File: src/rtl/cu_sequencer.sv
// Control-step sequencer for the multi-cycle CPU control unit: holds the step
// register, applies ld/inc/clr commands, and adds run/halt, wait states and retire counting.
//
// step | meaning
// 0    | fetch1 (park point while halted)
// 1    | fetch2 (memory access)
// 2    | fetch3 (opcode sampled on ld)
// 3    | nop1   (also target of unmapped opcodes; returns to 0 unconditionally)
// 4-39 | instruction routines; 11, 16, 20 are memory steps
module cu_sequencer #(
    parameter int STATES = 40,
    parameter int OPW    = 5
) (
    input  logic              clk,
    input  logic              rst_n,
    input  logic              counter_ld_i,
    input  logic              counter_inc_i,
    input  logic              counter_clr_i,
    input  logic [OPW-1:0]    opcode_i,
    input  logic              run_i,
    input  logic              step_i,
    input  logic              mem_ready_i,
    output logic [STATES-1:0] cpu_state_o,
    output logic [5:0]        state_idx_o,
    output logic              stall_o,
    output logic              halted_o,
    output logic              instr_done_o,
    output logic              illegal_op_o,
    output logic              protocol_err_o,
    output logic [15:0]       instr_count_o
);

    localparam logic [5:0] S_FETCH1  = 6'd0;
    localparam logic [5:0] S_FETCH2  = 6'd1;
    localparam logic [5:0] S_NOP1    = 6'd3;
    localparam logic [5:0] S_ALTLDR3 = 6'd11;
    localparam logic [5:0] S_STR4    = 6'd16;
    localparam logic [5:0] S_ALTSTR4 = 6'd20;
    localparam logic [5:0] S_LAST    = 6'(STATES - 1);

    logic [5:0]  state_q, state_d;
    logic        step_pending_q, step_pending_d;
    logic        instr_done_q, instr_done_d;
    logic        illegal_op_q, illegal_op_d;
    logic        protocol_err_q, protocol_err_d;
    logic [15:0] instr_count_q, instr_count_d;

    logic [5:0]  start_step;
    logic        op_mapped;
    logic        mem_step;
    logic        mem_wait;
    logic        halted;
    logic        multi_cmd;
    logic        perr_set;
    logic        retire;

    always_comb begin
        start_step = S_NOP1;
        op_mapped  = 1'b1;
        case (int'(opcode_i))
            0:       start_step = 6'd3;
            1:       start_step = 6'd4;
            2:       start_step = 6'd5;
            3:       start_step = 6'd7;
            4:       start_step = 6'd9;
            5:       start_step = 6'd13;
            6:       start_step = 6'd17;
            7:       start_step = 6'd21;
            8:       start_step = 6'd22;
            9:       start_step = 6'd23;
            10:      start_step = 6'd24;
            11:      start_step = 6'd25;
            12:      start_step = 6'd26;
            13:      start_step = 6'd28;
            14:      start_step = 6'd30;
            15:      start_step = 6'd32;
            16:      start_step = 6'd34;
            17:      start_step = 6'd36;
            18:      start_step = 6'd38;
            default: op_mapped  = 1'b0;
        endcase
    end

    assign mem_step  = (state_q == S_FETCH2) || (state_q == S_ALTLDR3) ||
                       (state_q == S_STR4)   || (state_q == S_ALTSTR4);
    assign mem_wait  = mem_step && !mem_ready_i;
    assign halted    = (state_q == S_FETCH1) && !run_i && !step_pending_q;
    assign multi_cmd = (counter_ld_i && counter_inc_i) || (counter_ld_i && counter_clr_i) ||
                       (counter_inc_i && counter_clr_i);

    // Commands are only evaluated (and only flagged) when the step actually listens to them.
    always_comb begin
        state_d      = state_q;
        illegal_op_d = 1'b0;
        perr_set     = 1'b0;
        if (mem_wait || halted) begin
            state_d = state_q;
        end else if (state_q == S_NOP1) begin
            state_d = S_FETCH1;
        end else begin
            perr_set = multi_cmd;
            if (counter_clr_i) begin
                state_d = S_FETCH1;
            end else if (counter_ld_i) begin
                state_d      = start_step;
                illegal_op_d = !op_mapped;
            end else if (counter_inc_i) begin
                if (state_q == S_LAST) begin
                    state_d  = S_FETCH1;
                    perr_set = 1'b1;
                end else begin
                    state_d = state_q + 6'd1;
                end
            end
        end
    end

    assign retire = (state_d == S_FETCH1) && (state_q >= S_NOP1);

    always_comb begin
        step_pending_d = step_pending_q;
        if ((state_q == S_FETCH1) && (state_d != S_FETCH1)) begin
            step_pending_d = 1'b0;
        end else if (halted && step_i) begin
            step_pending_d = 1'b1;
        end
        instr_done_d   = retire;
        instr_count_d  = retire ? instr_count_q + 16'd1 : instr_count_q;
        protocol_err_d = protocol_err_q || perr_set;
    end

    always_ff @(posedge clk or negedge rst_n) begin
        if (!rst_n) begin
            state_q        <= S_FETCH1;
            step_pending_q <= 1'b0;
            instr_done_q   <= 1'b0;
            illegal_op_q   <= 1'b0;
            protocol_err_q <= 1'b0;
            instr_count_q  <= 16'd0;
        end else begin
            state_q        <= state_d;
            step_pending_q <= step_pending_d;
            instr_done_q   <= instr_done_d;
            illegal_op_q   <= illegal_op_d;
            protocol_err_q <= protocol_err_d;
            instr_count_q  <= instr_count_d;
        end
    end

    assign cpu_state_o    = {{(STATES-1){1'b0}}, 1'b1} << state_q;
    assign state_idx_o    = state_q;
    assign stall_o        = mem_wait;
    assign halted_o       = halted;
    assign instr_done_o   = instr_done_q;
    assign illegal_op_o   = illegal_op_q;
    assign protocol_err_o = protocol_err_q;
    assign instr_count_o  = instr_count_q;

endmodule

File: config.mk
export PLATFORM = sky130hd
export DESIGN_NAME = cu_sequencer
export DESIGN_NICKNAME = d
export VERILOG_FILES = /design/src/rtl/cu_sequencer.sv
export SDC_FILE = /design/constraint.sdc
export NUM_CORES = 1
export LEC_CHECK = 0
export BUFFER_PORTS_ARGS = -buffer_cell sky130_fd_sc_hd__buf_4
export CAP_MARGIN = 30
export CORE_MARGIN = 10
export CORE_UTILIZATION = 50
export DETAILED_ROUTE_END_ITERATION = 10
export GPL_TIMING_DRIVEN = 1
export PLACE_DENSITY_LB_ADDON = 0.25
export SETUP_SLACK_MARGIN = 0.3
export SKIP_CTS_REPAIR_TIMING = 1
export SLEW_MARGIN = 15
export SYNTH_ARGS = -nofsm -noshare
export SYNTH_HDL_FRONTEND = slang
export SYNTH_SLANG_ARGS = --single-unit
export TNS_END_PERCENT = 30
File: constraint.sdc
create_clock -name clk -period 6.57 [get_ports clk]
set_input_delay 1.6425 -clock clk [delete_from_list [all_inputs] [get_ports clk]]
set_output_delay 1.6425 -clock clk [all_outputs]
set_load 0.01 [all_outputs]
== Word level (Yosys, flattened, before mapping) ==
Cells that the tools add are included.
Operators by class
  equality and inequality tests: 24
  muxes and demuxes: 20
  reductions and logical operators: 26
  magnitude comparators: 1
  add/subtract/negate cells: 2
  shift operators: 1
Operator list (number)
  6-bit case mux with 18 select lines: 1
  5-bit by 4-bit == test with 1-bit output, second input constant: 8
  1-bit by 6-bit left shift with 40-bit output, first input constant: 1
  6-bit 2-to-1 mux: 6
  5-bit by 3-bit == test with 1-bit output, second input constant: 4
  19-bit OR reduction: 1
  16-bit by 1-bit adder with 16-bit output, second input constant: 1
  5-bit == test, second input constant: 3
  1-bit 2-to-1 mux: 13
  6-bit by 5-bit == test with 1-bit output, second input constant: 2
  6-bit logical NOT: 2
  5-bit by 2-bit == test with 1-bit output, second input constant: 2
  1-bit logical AND: 9
  1-bit logical OR: 7
  6-bit by 1-bit adder with 6-bit output, second input constant: 1
  6-bit by 1-bit == test with 1-bit output, second input constant: 1
  6-bit by 2-bit == test with 1-bit output, second input constant: 1
  6-bit by 4-bit == test with 1-bit output, second input constant: 1
  6-bit == test, second input constant: 1
  6-bit by 2-bit >= comparator with 1-bit output, second input constant: 1
  6-bit nonzero test: 1
  5-bit by 1-bit == test with 1-bit output, second input constant: 1
  5-bit logical NOT: 1
  1-bit logical NOT: 4
  2-bit nonzero test: 1
Word-level totals
  word-level logic and storage cells: 80
  output and inout port bits: 67
  register bits: 26

== Logic depth before layout (Yosys ltp) ==
  word-level depth: 10
  mapped depth: 11
  mapped depth without buffers: 9

== Least setup slack after synthesis ==
Ideal clock, no wire load.
  path type: input port to output port
  start: input port mem_ready_i
  end: output port stall_o
  path buffers: 0
  arrival time: 2262 ps
  setup slack: 2665 ps
  data required time: 4927 ps
  stages on the path: 2
  path through: or4_1 o32ai_4
Between the ends
  longest elaborated chain between the ends: 2
Ends and longest elaborated chain
  from (decl): line 22  | input logic mem_ready_i,
  1-bit logical NOT: line 86  | assign mem_wait = mem_step && !mem_ready_i;
  1-bit logical AND: line 86
  to (decl): line 25  | output logic stall_o,
No other way between the ends.

== Worst setup path after layout ==
Same ends and word-level chain as after synthesis.

==> results.sh <==
export IMPL_crit_path_start_kind="primary input"
export IMPL_setup_violations=0
export IMPL_port_buffers=79
export IMPL_synth_common_cells="47 x sky130_fd_sc_hd__nor2_1, 26 x sky130_fd_sc_hd__dfrtp_1, 23 x sky130_fd_sc_hd__nand2_1"
export IMPL_core_region_area_sq_um=4060
export IMPL_worstPathArrival_ns=2.57
export IMPL_setup_slack_after_layout_ns=2.36
export IMPL_power_ir_vdd_worst_mv=0.197
export IMPL_hpwlAfterDp_um=4750
export IMPL_yosys_cell_count_top_type="sky130_fd_sc_hd__nor2_1"
export IMPL_drt_wirelength_per_cell_um=15.8
export IMPL_cts_inserted_buffers=3
export IMPL_outcome="complete, no violations"
export IMPL_synth_largest_area_cell="sky130_fd_sc_hd__dfrtp_1"
export IMPL_number_of_drc_violations_after_detailed_routing=0
export IMPL_antenna_violations_before_repair=0
export IMPL_die_x_um=85.2
export IMPL_synth_area_per_cell_sq_um=8.11
export IMPL_fin_skew_ns=0.00722
export IMPL_syn_nets=282
export IMPL_design_die_area_sq_um=7260
export IMPL_clockRootBuffer="sky130_fd_sc_hd__clkbuf_8"
export IMPL_yosysWarnings=0
export IMPL_power_per_cell_area_nw_per_um2=283
export IMPL_pre_cts_ws_ns=2.36
export IMPL_grt_overflow_total=0
export IMPL_crit_type="primary input to output pin"
export IMPL_synth_seq_cells=26
export IMPL_cp_end_kind="output pin"
export IMPL_critical_path_max_fanout=4
export IMPL_grt_start_max_net_pins=27
export IMPL_timing_setup_tns_ns=0
export IMPL_synthFlopType="sky130_fd_sc_hd__dfrtp_1"
export IMPL_whs_ns=0.475
export IMPL_drt_first_iter_violations=88
export IMPL_synth_edff_count=0
export IMPL_unrepaired_setup_endpoints_after_global_routing="no"
export IMPL_postSynthCellCount=262
export IMPL_number_of_buffers_on_the_longest_clock_path=2
export IMPL_async_flop_share=1.00
export IMPL_power_static_leakage_uw=0.00135
export IMPL_cts_tree="done"
export IMPL_syn2layout_area_growth_pct=30.6
export IMPL_initial_utilization=0.524
export IMPL_antenna_cells_inserted=0
export IMPL_cp_data_required_time_ns=4.93
export IMPL_global_route_wire_length_before_repair_um=9970
export IMPL_share_of_the_clock_period_used_by_the_worst_path_after_layout=0.641
export IMPL_gp_congestion=0.923
export IMPL_synth_area_sq_um=2130
export IMPL_post_synth_num_cell_types=54
export IMPL_drt_pre_antenna_iters=4
export IMPL_period_minus_ws_final_ns=4.21
export IMPL_num_vias=2112
export IMPL_final_max_slew_violation_count=0
export IMPL_routed_wirelength_um=6020
export IMPL_num_io_pins=80
export IMPL_netlist_top_cells_area="sky130_fd_sc_hd__dfrtp_1 31%, sky130_fd_sc_hd__nor2_1 8.3%, sky130_fd_sc_hd__xor2_1 4.9%"
export IMPL_clock_sinks=26
export IMPL_synth_top_cell_area_share=0.306
export IMPL_groute_usage_overall=0.158
export IMPL_maxSlewHeadroom=0.586
export IMPL_final_net_count=353
export IMPL_die_y_um=85.2
export IMPL_grt_pass1_vias=1946
export IMPL_hold_viol=0
export IMPL_clkSlewWorstSetupHoldPaths_ns=0.09
export IMPL_drtAntennaViolNets=0
export IMPL_number_of_h_tree_levels=1
export IMPL_maxClockFrequency_mhz=237
export IMPL_synth_seq_area_share=0.306
export IMPL_hold_path_class="flop to flop"
export IMPL_clock_latency_ns=0.27
export IMPL_drive_above_1_share=0.295
export IMPL_post_drt_via_cell_ratio=5.53
export IMPL_timing_max_cap_violations=0
export IMPL_timing_worst_slew_pin_value_ns=0.619
export IMPL_fp_row_count=23
[per-layer routing]
metal | routed length (um) | share of wire | GRT usage
met5 | 0 | 0 | 0
met1 | 2630 | 0.44 | 0.206
met2 | 2930 | 0.49 | 0.260
met3 | 429 | 0.071 | 0.0382
met4 | 31 | 0.0051 | 0.0269
[stage by stage]
stage	cells	instance area, sq um	utilization	total power [uW]
2_1_floorplan	262	2130	-	509
3_3_place_gp	376	2690	0.664	640
3_5_place_dp	377	2700	0.665	655
4_1_cts	381	2770	0.683	788
5_1_grt	382	2780	0.684	841
6_report	382	2780	0.684	786
[worst paths after layout]
kind	depth (start not counted)	slack [ns]	end	startpoint
min reg2reg	1	0.47	instr_count_o[15]$_DFFE_PN0P_	instr_count_o[15]$_DFFE_PN0P_
max reg2reg	7	3.42	instr_count_o[1]$_DFFE_PN0P_	state_idx_o[3]$_DFF_PN0_
min in group asynchronous	1	1.26	instr_count_o[13]$_DFFE_PN0P_	rst_n
max	4	2.36	stall_o	mem_ready_i
min	1	0.47	instr_count_o[15]$_DFFE_PN0P_	instr_count_o[15]$_DFFE_PN0P_
max in group asynchronous	1	5.06	instr_count_o[5]$_DFFE_PN0P_	rst_n
[layout make-up]
type	count	area, sq um
Timing Repair Buffer	81	606
Fill cell	346	1280
Sequential cell	26	651
Tap cell	50	62.6
Inverter	11	41.3
Multi-Input combinational cell	210	1350
Clock buffer	3	41.3
Clock inverter	1	30.0
[critical path: stages]
cell and delay, ns:
sky130_fd_sc_hd__buf_4 0.13, sky130_fd_sc_hd__or4_1 0.44, sky130_fd_sc_hd__o32ai_4 0.16, sky130_fd_sc_hd__buf_4 0.19
[flip-flops by register name, summed over array words and instances (netlist names)]
register and count:
instr_count_o 16, state_idx_o 6, illegal_op_o 1, instr_done_o 1
protocol_err_o 1, step_pending_q 1
[power by group]
group / total (uW) / switching [uW] / internal [uW]
Sequential: 252 / 56.6 / 195
Clock: 132 / 50.6 / 81.6
Combinational: 402 / 225 / 177
Total: 786 / 332 / 454
[cells by family (layout without fill, tap and decap cells)]
logic type / count (synthesis) / after routing / share of synthesized area
xor gates and xnor gates: 16 / 16 / 0.0659
and+or+nand+nor: 143 / 143 / 0.358
adders and majority gates: 7 / 7 / 0.0412
buffers and inverters: 26 / 96 / 0.0612
muxes: 5 / 5 / 0.0253
AOI/OAI and AO/OA: 39 / 39 / 0.142
DFF: 26 / 26 / 0.306
[layout by cell type (no fill, tap or decap), types with 2 or more instances in the layout]
cell | synthesis | routed
sky130_fd_sc_hd__nor2_1 | 47 | 47
sky130_fd_sc_hd__clkbuf_8 | 0 | 3
sky130_fd_sc_hd__nor3b_1 | 3 | 3
sky130_fd_sc_hd__xnor2_1 | 4 | 4
sky130_fd_sc_hd__nand2_1 | 23 | 23
sky130_fd_sc_hd__or3b_2 | 2 | 2
sky130_fd_sc_hd__inv_1 | 11 | 11
sky130_fd_sc_hd__mux2i_1 | 2 | 2
sky130_fd_sc_hd__nor2b_1 | 5 | 5
sky130_fd_sc_hd__nand3_1 | 7 | 7
sky130_fd_sc_hd__nand2b_1 | 7 | 7
sky130_fd_sc_hd__a211oi_1 | 5 | 5
sky130_fd_sc_hd__o21ai_0 | 7 | 7
sky130_fd_sc_hd__and3b_1 | 3 | 3
sky130_fd_sc_hd__and3_1 | 5 | 5
sky130_fd_sc_hd__ha_1 | 7 | 7
sky130_fd_sc_hd__xor2_1 | 12 | 12
sky130_fd_sc_hd__mux2_2 | 3 | 3
sky130_fd_sc_hd__nand3b_1 | 4 | 4
sky130_fd_sc_hd__buf_4 | 0 | 80
sky130_fd_sc_hd__and4_1 | 2 | 2
sky130_fd_sc_hd__and2_1 | 4 | 4
sky130_fd_sc_hd__nor4_1 | 6 | 6
sky130_fd_sc_hd__a31oi_1 | 3 | 3
sky130_fd_sc_hd__nand4_1 | 4 | 4
sky130_fd_sc_hd__a21oi_1 | 8 | 8
sky130_fd_sc_hd__dfrtp_1 | 26 | 26
sky130_fd_sc_hd__nor3_1 | 12 | 12
(Power assumes the default switching activity.)
